`src/rtl/add_serial_sched.sv`:
```
// add_serial_sched: round-robin arbiter sharing one bit-serial adder among NREQ requesters
module add_serial_sched #(
    parameter int NREQ = 4,
    parameter int W    = 8,
    parameter int LAT  = 8
) (
    input  logic                 clk,
    input  logic                 rst,
    input  logic [NREQ-1:0]      req_valid,
    input  logic [NREQ*W-1:0]    req_a,
    input  logic [NREQ*W-1:0]    req_b,
    output logic [NREQ-1:0]      req_ready,
    output logic                 rsp_valid,
    output logic [$clog2(NREQ)-1:0] rsp_id,
    output logic [W-1:0]         rsp_sum,
    input  logic                 rsp_ready,
    output logic                 busy,
    output logic                 add_en,
    output logic [W-1:0]         add_a,
    output logic [W-1:0]         add_b,
    input  logic [W-1:0]         add_out
);
    localparam int IDW = $clog2(NREQ);
    localparam int CW  = $clog2(LAT + 1);

    typedef enum logic [2:0] {IDLE, START, WAIT, CAPTURE, RESP} state_t;

    state_t         state, state_nx;
    logic [IDW-1:0] ptr, op_id, winner, idx;
    logic [W-1:0]   op_a, op_b;
    logic [CW-1:0]  wait_cnt;
    logic           found, grant;

    // Round-robin search upward from ptr with wrap-around; first valid requester wins
    always_comb begin
        found  = 1'b0;
        winner = '0;
        idx    = '0;
        for (int k = 0; k < NREQ; k++) begin
            idx = (int'(ptr) + k >= NREQ) ? IDW'(int'(ptr) + k - NREQ) : IDW'(int'(ptr) + k);
            if (!found && req_valid[idx]) begin
                found  = 1'b1;
                winner = idx;
            end
        end
    end

    assign grant     = found && !rst && state == IDLE;
    assign req_ready = grant ? NREQ'(1) << winner : '0;
    assign rsp_valid = state == RESP;
    assign busy      = state != IDLE;
    assign add_a     = op_a;
    assign add_b     = op_b;

    // Next state and adder strobe: add_en pulses once to start and once to release the adder
    always_comb begin
        state_nx = state;
        add_en   = 1'b0;
        case (state)
            IDLE:    state_nx = grant ? START : IDLE;
            START: begin
                add_en   = 1'b1;
                state_nx = WAIT;
            end
            WAIT:    state_nx = (wait_cnt == CW'(LAT - 1)) ? CAPTURE : WAIT;
            CAPTURE: begin
                add_en   = 1'b1;
                state_nx = RESP;
            end
            RESP:    state_nx = rsp_ready ? IDLE : RESP;
            default: state_nx = IDLE;
        endcase
    end

    // State, latched operands, wait counter, response registers and round-robin pointer
    always_ff @(posedge clk or posedge rst) begin
        if (rst) begin
            state    <= IDLE;
            ptr      <= '0;
            op_id    <= '0;
            op_a     <= '0;
            op_b     <= '0;
            wait_cnt <= '0;
            rsp_sum  <= '0;
            rsp_id   <= '0;
        end else begin
            state <= state_nx;
            if (grant) begin
                op_a  <= req_a[winner*W +: W];
                op_b  <= req_b[winner*W +: W];
                op_id <= winner;
            end
            wait_cnt <= (state == START) ? '0 : (state == WAIT) ? wait_cnt + 1'b1 : wait_cnt;
            if (state == CAPTURE) begin
                rsp_sum <= add_out;
                rsp_id  <= op_id;
            end
            if (state == RESP && rsp_ready)
                ptr <= (op_id == IDW'(NREQ - 1)) ? '0 : op_id + 1'b1;
        end
    end
endmodule
```
`config.mk`:
```
export PLATFORM = sky130hd
export DESIGN_NAME = add_serial_sched
export DESIGN_NICKNAME = d
export VERILOG_FILES = /design/src/rtl/add_serial_sched.sv
export SDC_FILE = /design/constraint.sdc
export NUM_CORES = 1
export LEC_CHECK = 0
export ABC_AREA = 1
export CORE_MARGIN = 2
export CORE_UTILIZATION = 57
export CTS_CLUSTER_SIZE = 40
export DETAILED_ROUTE_END_ITERATION = 8
export DONT_BUFFER_PORTS = 1
export HOLD_SLACK_MARGIN = 0.12
export PLACE_DENSITY = 0.78
export SLEW_MARGIN = 25
export SYNTH_ARGS = -nofsm -noshare
export SYNTH_HDL_FRONTEND = slang
export SYNTH_SLANG_ARGS = --single-unit
```
`constraint.sdc`:
```
create_clock -name clk -period 1.85 [get_ports clk]
set_clock_uncertainty 0.2 [all_clocks]
set_input_delay 0.185 -clock clk [delete_from_list [all_inputs] [get_ports clk]]
set_output_delay 0.185 -clock clk [all_outputs]
set_load 0.005 [all_outputs]
```
==> results of run 1 <==
-- sequential cells by signal, summed over array words and instances (netlist names) --
register,count
op_id,2
ptr,2
add_a,8
rsp_id,2
add_b,8
rsp_sum,8
wait_cnt,4
state,3
-- timing repair --
| item | in CTS | in global routing |
|---|---|---|
| hold buffers | 74 | 0 |
| setup endpoints to repair | 23 | 23 |
| gates cloned | 1 | 1 |
| pin swaps | 6 | 4 |
| resized for setup | 20 | 8 |
| endpoints found under the hold margin | 65 | 0 |
| setup buffers | 4 | 4 |
-- final timing paths --
kind                             start     endpoint  slack (ps)  cells after the start
setup / recovery                ptr[0]     add_a[2]        -480                     15
hold / removal                     rst   rsp_sum[4]         200                      3
setup reg to reg                ptr[0]     add_a[2]        -480                     15
hold reg to reg            wait_cnt[3]  wait_cnt[3]         280                      1
max in group asynchronous          rst     add_a[2]         940                      3
min in group clk           wait_cnt[3]  wait_cnt[3]         280                      1
-- cell type report --
type	count	area [um2]
multi-input combinational	290	1460
clock inverter	2	13.8
clock buffer	6	82.6
timing repair buffer	110	1110
antenna	2	5.00
tap	50	62.6
inverter	20	86.3
sequential	37	927
fill	157	334
timing repair inverter	1	7.51
-- metal layers --
metal | share of wire (%) | global-route usage (%) | up-vias
met2 | 45 | 67.1 | 331
met1 | 32 | 41.4 | 1448
met3 | 14 | 16.0 | 120
met5 | 0 | 0 | -
met4 | 8.7 | 23.7 | 0
li1 | - | - | 1377
-- metrics by stage --
stage	power [W]	utilization, %	cell area [um2]	instances
floorplan	0.00466	-	2520	368
global placement	0.00568	66.6	2720	424
detailed placement	0.00578	66.6	2720	424
CTS	0.00683	89.7	3660	511
global route	0.00823	91.8	3750	518
finish	0.00777	91.8	3750	518
-- synth_stat cells --
library cell / number
a21oi_1: 3
nor2_1: 6
nand3_2: 1
buf_6: 4
nand3_4: 2
nand2_1: 206
o21ai_0: 5
clkbuf_1: 1
inv_2: 4
o21ai_1: 3
clkinv_1: 1
nor3_1: 3
buf_2: 13
nand3_1: 10
xnor2_1: 1
nand2_2: 3
mux2_2: 8
buf_4: 3
dfrtp_1: 37
nand4_1: 33
ha_1: 2
a31oi_1: 1
o31ai_1: 2
nor2_4: 1
inv_1: 15
-- logic make-up after synthesis --
logic type | share of synthesized area (%)
AOI/OAI and AO/OA | 3.08
buffers and inverters | 8.53
muxes | 3.63
xor gates and xnor gates | 0.353
adders and majority gates | 1.01
and+or+nand+nor | 46.1
DFF | 37.3
-- power by group through the flow --
stage	registers, W	logic [W]	clock network [W]
after floorplan	0.00143	0.00324	0
after global placement	0.00152	0.00415	0
after detailed placement	0.00152	0.00426	0
after CTS	0.00152	0.00469	0.000613
after global routing	0.00158	0.00600	0.000653
final	0.00156	0.00560	0.000613
-- tightest hold or removal path: stages --
cell,delay (ps)
dlygate4sd3_1,570
inv_1,80
buf_4,220
==> flow_summary_export.csv, run 1 <==
group,metric,value,unit
setup_path,path_class,"reg -> reg",
sta,setup_violations,23,
clocking,tritoncts,"built",
sta,tns,-8540,ps
clocking,clk_latency,300,ps
sta,grt_setup_unrepaired,"yes",
clocking,cts-root-buf,"clkbuf_8",
finish,final_common_cell,"nand2_1",
grt,antenna_found_initial,2,
power_and_ir_drop,power.density,2070,mW/mm2
sta,timing.final.ws_setup,-484,ps
die,core-area,0.00409,mm2
setup_path,cp_max_fo,29,
power_and_ir_drop,p_sw_share,53.0,%
setup_path,cp_top_family,"simple AND/OR/NAND/NOR gates",
route,drt_wl_total,10600,um
grt,grt_use_total,39.8,%
min_path,hold_class,"in -> async",
grt,grt_remaining_overflow,0,
place,portBuffers,0,
setup_path,endpoint_kind,"flop",
logic_synthesis,syn-num-nets,449,
place,pre_cts_ws,-224,ps
finish,nets,546,
clocking,cts.sinks,37,
power_and_ir_drop,clkPwrFrac,7.9,%
grt,grt_pass1_vias,3110,
logic_synthesis,syn_inst,368,
sta,timing.slew.headroom,67.6,%
logic_synthesis,synth.avg_cell_area,6.74,um2
logic_synthesis,ys_seq_area_share,37.3,%
setup_path,critPathLaunchType,"flop",
power_and_ir_drop,vdd.ir_drop.worst,1.40,mV
sta,clock.fmax,0.428,GHz
sta,final.period_utilization,126,%
power_and_ir_drop,p_switching,0.00412,W
logic_synthesis,synthTopCellsByArea,"dfrtp_1 (37%), nand2_1 (31%), nand4_1 (8.3%)",
logic_synthesis,syn_area,0.00248,mm2
clocking,numCtsBuffers,5,
route,dr.first_iter.drc_count,569,
die,die_x,70.0,um
clocking,clkTransAtPathRegs,80,ps
route,vias,3276,
place,hpwl,4730,um
clocking,htreeDepth,2,
status,violations,"negative setup slack",
route,drc,0,
sta,min_period,2330,ps
sta,max_slew.worst_pin.slew,484,ps
logic_synthesis,netlist-cell-type-count,25,
die,rows,23,
die,die_h,70.0,um
finish,final_cell_mix,"nand2_1 (190), dlygate4sd3_1 (74), dfrtp_1 (36)",
setup_path,cp_cell_sequence,"buf_12 -> nand2_1 -> nand2_2 -> nand2_1 -> nand2_2 -> nor2_4 -> nand3_4 -> buf_4 -> buf_12 -> nand4_1 -> nand2_1 -> nand2_1 -> nand2_2 -> nand2_1 -> nand2_1",
setup_path,critPathBufInv,3,
power_and_ir_drop,p_leak,1.94,nW
setup_path,cp_data_required_time,1830,ps
sta,maxSlewViolCount,0,
sta,fin_hold_ws,201,ps
power_and_ir_drop,seqPwrFrac,20.0,%
setup_path,slowest_delay,470,ps
clocking,clockBufferDepth,2,
die,initial_utilization,60.7,%
die,die-area,0.00489,mm2
power_and_ir_drop,comb_power_share,72.1,%
logic_synthesis,yosysTopAreaCellShare,37.3,%
route,viasPerCell,6.32,
grt,grt_max_degree,33,
setup_path,cp_slowest_cell,"dfrtp_2",
run,drv_cap,0,
power_and_ir_drop,intPower,0.00365,W
setup_path,cp.arrival,2310,ps
route,detail-route-antenna-nets,0,
status,outcome,"finished with violations",
route,dr.pass1.iters,6,
logic_synthesis,synth_seq_cells,37,
setup_path,crit_path_frequent_cell,"nand2_1",
finish,drive_gt1_share,19.3,%
logic_synthesis,ys_warn_count,0,
route,wire_per_inst,20.5,um
die,io-pin-count,112,
finish,area.growth.synth_to_final,51.3,%
grt,grt_first_pass_wirelength,15400,um
place,gp_congestion,0.903,
sta,hold_viol,0,
logic_synthesis,synth_top_cell_by_area,"dfrtp_1",
(Power assumes the default switching activity.)
==> run 2, diff against run 1 <==
--- a/config.mk
+++ b/config.mk
@@ -11,9 +11,10 @@
 export CTS_CLUSTER_SIZE = 40
 export DETAILED_ROUTE_END_ITERATION = 8
 export DONT_BUFFER_PORTS = 1
-export HOLD_SLACK_MARGIN = 0.12
 export PLACE_DENSITY = 0.78
+export SETUP_SLACK_MARGIN = 0.05
 export SLEW_MARGIN = 25
 export SYNTH_ARGS = -nofsm -noshare
 export SYNTH_HDL_FRONTEND = slang
 export SYNTH_SLANG_ARGS = --single-unit
+export TNS_END_PERCENT = 1
==> flow_summary_export.csv, run 2 (synthesis results as in run 1) <==
group,metric,value,unit
status,outcome,"finished with violations",
status,violations,"negative setup slack",
clocking,numCtsBuffers,5,
setup_path,cp_top_family,"simple AND/OR/NAND/NOR gates",
sta,timing.final.ws_setup,-427,ps
place,gp_congestion,0.910,
setup_path,slowest_delay,470,ps
clocking,cts.sinks,37,
die,die-area,0.00489,mm2
power_and_ir_drop,seqPwrFrac,21.9,%
die,rows,23,
route,drc,0,
grt,grt_max_degree,30,
setup_path,critPathBufInv,3,
setup_path,path_class,"reg -> out",
sta,setup_violations,22,
power_and_ir_drop,vdd.ir_drop.worst,1.02,mV
finish,fin_util,79.0,%
power_and_ir_drop,p_switching,0.00347,W
sta,timing.slew.headroom,69.6,%
sta,tns,-6540,ps
clocking,clockBufferDepth,2,
grt,grt_first_pass_wirelength,12200,um
route,wire_per_inst,15.1,um
grt,grt_remaining_overflow,0,
route,dr.first_iter.drc_count,98,
power_and_ir_drop,total_power,0.00697,W
sta,maxSlewViolCount,0,
sta,hold_viol,0,
power_and_ir_drop,comb_power_share,70.4,%
sta,min_period,2280,ps
power_and_ir_drop,intPower,0.00350,W
setup_path,critPathLaunchType,"flop",
finish,area.growth.synth_to_final,30.2,%
sta,fin_hold_ws,4.33,ps
clocking,clk_latency,290,ps
finish,nets,497,
route,dr.pass1.iters,4,
setup_path,cp_data_required_time,1460,ps
die,initial_utilization,60.7,%
route,viasPerCell,5.51,
run,drv_cap,0,
die,die_h,70.0,um
finish,final_cell_mix,"nand2_1 (190), dfrtp_1 (35), nand4_1 (33)",
setup_path,crit_path_frequent_cell,"nand2_2",
clocking,htreeDepth,2,
finish,fillers,291,
grt,antenna_found_initial,0,
grt,grt_pass1_vias,2733,
sta,clock.fmax,0.439,GHz
finish,num_antenna_cells,0,
finish,drive_gt1_share,21.6,%
route,drt_wl_total,7060,um
route,detail-route-antenna-nets,0,
setup_path,cp_cell_sequence,"inv_2 -> nand2_1 -> nand3_1 -> nand2_2 -> nand2_2 -> nand2_2 -> nand2_2 -> nand3_4 -> buf_6 -> inv_8 -> nand2_8 -> nor2_4",
sta,max_slew.worst_pin.slew,455,ps
clocking,cts-root-buf,"clkbuf_8",
sta,final.period_utilization,123,%
setup_path,cp.arrival,1890,ps
power_and_ir_drop,power.density,2160,mW/mm2
setup_path,endpoint_kind,"output port",
place,pre_cts_ws,-264,ps
place,hpwl,4750,um
route,vias,2569,
min_path,hold_class,"in -> reg",
clocking,tritoncts,"built",
die,core-area,0.00409,mm2
clocking,clkTransAtPathRegs,70,ps
setup_path,cp_slowest_cell,"dfrtp_2",
power_and_ir_drop,p_sw_share,49.8,%
sta,grt_setup_unrepaired,"yes",
setup_path,cp_max_fo,6,
die,die_x,70.0,um
grt,grt_use_total,30.6,%
power_and_ir_drop,clkPwrFrac,7.7,%
place,portBuffers,0,
die,io-pin-count,112,
finish,final_common_cell,"nand2_1",
power_and_ir_drop,p_leak,1.72,nW
[run 2: changes by cell type in the layout (fill, tap and decap cells not counted), sizes merged]
cell / before / now
diode: 2 / 0
clkbuf: 7 / 6
buf: 35 / 37
dlygate4sd3: 74 / 24
clkinv: 3 / 2
[run 2: cell type report]
class                           count  area (um2)  share of cell area [%]
Multi-Input combinational cell    290        1460                    45.3
Sequential cell                    37         928                    28.7
Timing Repair Buffer               61         599                    18.6
Inverter                           20        86.3                    2.67
Clock buffer                        6        72.6                    2.25
Tap cell                           50        62.6                    1.94
Clock inverter                      1        8.76                   0.271
Timing Repair inverter              1        7.51                   0.232
[run 2: metrics by stage]
| stage | cells | area, um2 |
|---|---|---|
| finish | 466 | 3230 |
| global route | 466 | 3230 |
| CTS | 466 | 3210 |
| detailed placement | 425 | 2710 |
| global placement | 425 | 2710 |
| floorplan | 368 | 2520 |
[run 2: final timing paths]
| kind | cells after the start | startpoint | endpoint | slack (ps) |
|---|---|---|---|---|
| worst max register to register | 16 | ptr[0] | add_a[0] | -330 |
| max in group asynchronous | 3 | rst | rsp_sum[7] | 1020 |
| min in group asynchronous | 3 | rst | rsp_id[1] | 180 |
| worst min-delay path | 6 | req_a[3] | add_a[3] | 4 |
| worst max-delay path | 12 | ptr[0] | req_ready[3] | -430 |
| worst min register to register | 1 | wait_cnt[3] | wait_cnt[3] | 310 |
[run 2: repair_timing]
item                                   CTS  global route
pin swaps                               13             1
hold buffers                            24             0
buffers inserted                         9             0
cloned                                   1             0
endpoints found under the hold margin   57             0
setup endpoints to repair               22            23
gates resized for setup                 33             4
[run 2: power groups by stage]
stage | Clock [W] | Combinational (W) | Sequential [W]
floorplan | 0 | 0.00324 | 0.00143
finish | 0.000538 | 0.00491 | 0.00153
CTS | 0.000555 | 0.00481 | 0.00152
global route | 0.000592 | 0.00553 | 0.00157
global placement | 0 | 0.00410 | 0.00151
detailed placement | 0 | 0.00421 | 0.00151
[run 2: worst register-to-register path, cell delays in order (launching register included)]
cell	delay [ps]
dfrtp_2	470
inv_2	130
nand2_1	110
nand3_1	120
nand2_2	90
nand2_2	80
nand2_2	50
nand2_2	90
nand3_4	80
buf_4	140
buf_12	150
nand2_1	80
nand2_1	60
nand2_1	80
nand2_1	50
nand2_1	50
nand2_1	50
[run 2: routing by layer]
metal	track usage [%]	part of all wire, %	vias to the layer above
met5	0	0	-
met4	9.83	2.2	0
met3	8.66	8.6	15
met2	53.7	49	112
met1	36.2	41	1165
li1	-	-	1277
==> run 3, diff against run 2 <==
--- a/config.mk
+++ b/config.mk
@@ -7,11 +7,12 @@
 export LEC_CHECK = 0
 export ABC_AREA = 1
 export CORE_MARGIN = 2
-export CORE_UTILIZATION = 57
+export CORE_UTILIZATION = 61
 export CTS_CLUSTER_SIZE = 40
 export DETAILED_ROUTE_END_ITERATION = 8
 export DONT_BUFFER_PORTS = 1
-export PLACE_DENSITY = 0.78
+export PLACE_DENSITY = 0.8
+export REMOVE_ABC_BUFFERS = 1
 export SETUP_SLACK_MARGIN = 0.05
 export SLEW_MARGIN = 25
 export SYNTH_ARGS = -nofsm -noshare
==> constraint.sdc (replaced) <==
create_clock -name clk -period 2.8 [get_ports clk]
set_clock_uncertainty 0.2 [all_clocks]
set_input_delay 0.28 -clock clk [delete_from_list [all_inputs] [get_ports clk]]
set_output_delay 0.28 -clock clk [all_outputs]
set_load 0.005 [all_outputs]
==> flow_summary_export.csv, run 3 (synthesis results as in run 1) <==
group,metric,value,unit
route,drc,0,
die,io-pin-count,112,
sta,maxSlewViolCount,0,
die,die_x,67.8,um
die,initial_utilization,62.9,%
route,drt_wl_total,6470,um
sta,min_period,2590,ps
power_and_ir_drop,p_leak,1.49,nW
power_and_ir_drop,intPower,0.00189,W
sta,timing.final.ws_setup,208,ps
sta,tns,0,ps
finish,multi_input_area,0.00135,mm2
grt,grt_first_pass_wirelength,10200,um
sta,final.period_utilization,92.6,%
power_and_ir_drop,clkPwrFrac,12.5,%
grt,grt_max_degree,38,
setup_path,path_class,"reg -> out",
finish,final_cell_mix,"nand2_1 (206), dfrtp_1 (36), nand4_1 (33)",
clocking,cts.sinks,37,
place,pre_cts_ws,382,ps
sta,clock.fmax,0.386,GHz
sta,fin_hold_ws,39.3,ps
power_and_ir_drop,power.density,1450,mW/mm2
grt,grt_remaining_overflow,0,
clocking,clkTransAtPathRegs,70,ps
status,outcome,"finished clean",
sta,setup_violations,0,
clocking,tritoncts,"built",
grt,grt_use_total,29.7,%
die,die-area,0.00459,mm2
clocking,numCtsBuffers,5,
finish,fillers,352,
finish,nets,455,
sta,hold_viol,0,
power_and_ir_drop,seqPwrFrac,25.9,%
run,drv_cap,0,
die,die_h,67.8,um
clocking,clk_latency,300,ps
finish,drive_gt1_share,10.4,%
finish,area.growth.synth_to_final,9.18,%
setup_path,cp_max_fo,14,
finish,final_common_cell,"nand2_1",
route,detail-route-antenna-nets,0,
die,core-area,0.00394,mm2
place,dp_cells,407,
place,hpwl,4380,um
finish,regArea,927,um2
power_and_ir_drop,p_switching,0.00202,W
setup_path,endpoint_kind,"output port",
route,vias,2418,
route,viasPerCell,5.69,
route,wire_per_inst,15.2,um
setup_path,cp_data_required_time,2320,ps
min_path,hold_class,"in -> reg",
die,rows,23,
finish,finalNonFillerCells,425,
setup_path,cp.arrival,2110,ps
sta,max_slew.worst_pin.slew,460,ps
setup_path,cp_slowest_cell,"dfrtp_2",
setup_path,critPathLaunchType,"flop",
setup_path,cp_cell_sequence,"inv_2 -> nand2_1 -> nand2_2 -> nand2_1 -> nand2_1 -> nor2_4 -> nand3_1 -> nand3_1 -> buf_4 -> nor3_1",
grt,antenna_found_initial,0,
clocking,htreeDepth,2,
sta,timing.slew.headroom,69.1,%
sta,grt_setup_unrepaired,"no",
clocking,cts-root-buf,"clkbuf_8",
place,portBuffers,0,
place,gp_congestion,0.849,
power_and_ir_drop,p_sw_share,51.6,%
finish,num_antenna_cells,0,
setup_path,crit_path_frequent_cell,"nand2_1",
route,dr.first_iter.drc_count,169,
clocking,clockBufferDepth,2,
power_and_ir_drop,total_power,0.00391,W
grt,grt_pass1_vias,2255,
power_and_ir_drop,vdd.ir_drop.worst,0.759,mV
setup_path,slowest_delay,490,ps
route,dr.pass1.iters,4,
power_and_ir_drop,comb_power_share,61.6,%
==> run 3: cell types whose count changed in the layout (fill, tap and decap cells not counted), moves of 5 or more <==
cell | before | now
buf_12 | 5 | 0
nand2_1 | 190 | 206
buf_4 | 27 | 10
dlygate4sd3_1 | 24 | 10
nand2_2 | 15 | 3
buf_6 | 5 | 0
==> run 3: area by class of cell <==
type / count / area share (%)
clock buffer: 6 / 3.05
timing repair buffer: 20 / 6.47
tap: 50 / 2.31
inverter: 20 / 2.77
clock inverter: 2 / 1.39
sequential: 37 / 34.2
multi-input combinational: 290 / 49.8
==> run 3: timing repair <==
action,in CTS,in global routing
setup buffers,0,0
gates resized for setup,0,2
endpoints found under the setup margin,0,5
hold buffers,10,0
hold endpoints to repair,46,0
==> run 3: worst max-delay path, delay by kind of cell, from the launching register on <==
family,cells,cell delay [ps]
and+or+nand+nor,8,910
DFF,1,490
buffers and inverters,2,420
==> run 3: power groups by stage <==
| stage | Sequential, W | Clock, W | Combinational, W |
|---|---|---|---|
| 2_1_floorplan | 0.000952 | 0 | 0.00178 |
| 3_3_place_gp | 0.000999 | 0 | 0.00228 |
| 3_5_place_dp | 0.00101 | 0 | 0.00236 |
| 4_1_cts | 0.00101 | 0.000492 | 0.00239 |
| 5_1_grt | 0.00104 | 0.000507 | 0.00278 |
| 6_report | 0.00101 | 0.000491 | 0.00241 |
==> run 3: final timing paths <==
path	slack, ps	to	from	cells past startpoint
min in group asynchronous	320	wait_cnt[0]	rst	3
max	210	req_ready[0]	ptr[0]	10
min	40	ptr[0]	rsp_ready	2
max reg2reg	440	add_b[7]	ptr[0]	14
min reg2reg	270	wait_cnt[3]	wait_cnt[3]	1
max in group asynchronous	1720	ptr[0]	rst	3
==> run 3: per-layer routing <==
metal | GRT usage (%) | vias to the layer above | routed length (um)
met5 | 0 | - | 0
met4 | 10.5 | 0 | 110
met3 | 8.00 | 10 | 529
met2 | 49.5 | 85 | 3200
met1 | 36.8 | 1134 | 2630
li1 | - | 1189 | -
==> run 3: through the flow <==
stage | util, % | area [um2]
2_1_floorplan | - | 2340
3_5_place_dp | 62.9 | 2480
6_report | 68.7 | 2710
4_1_cts | 68.5 | 2700
3_3_place_gp | 62.9 | 2480
5_1_grt | 68.7 | 2710
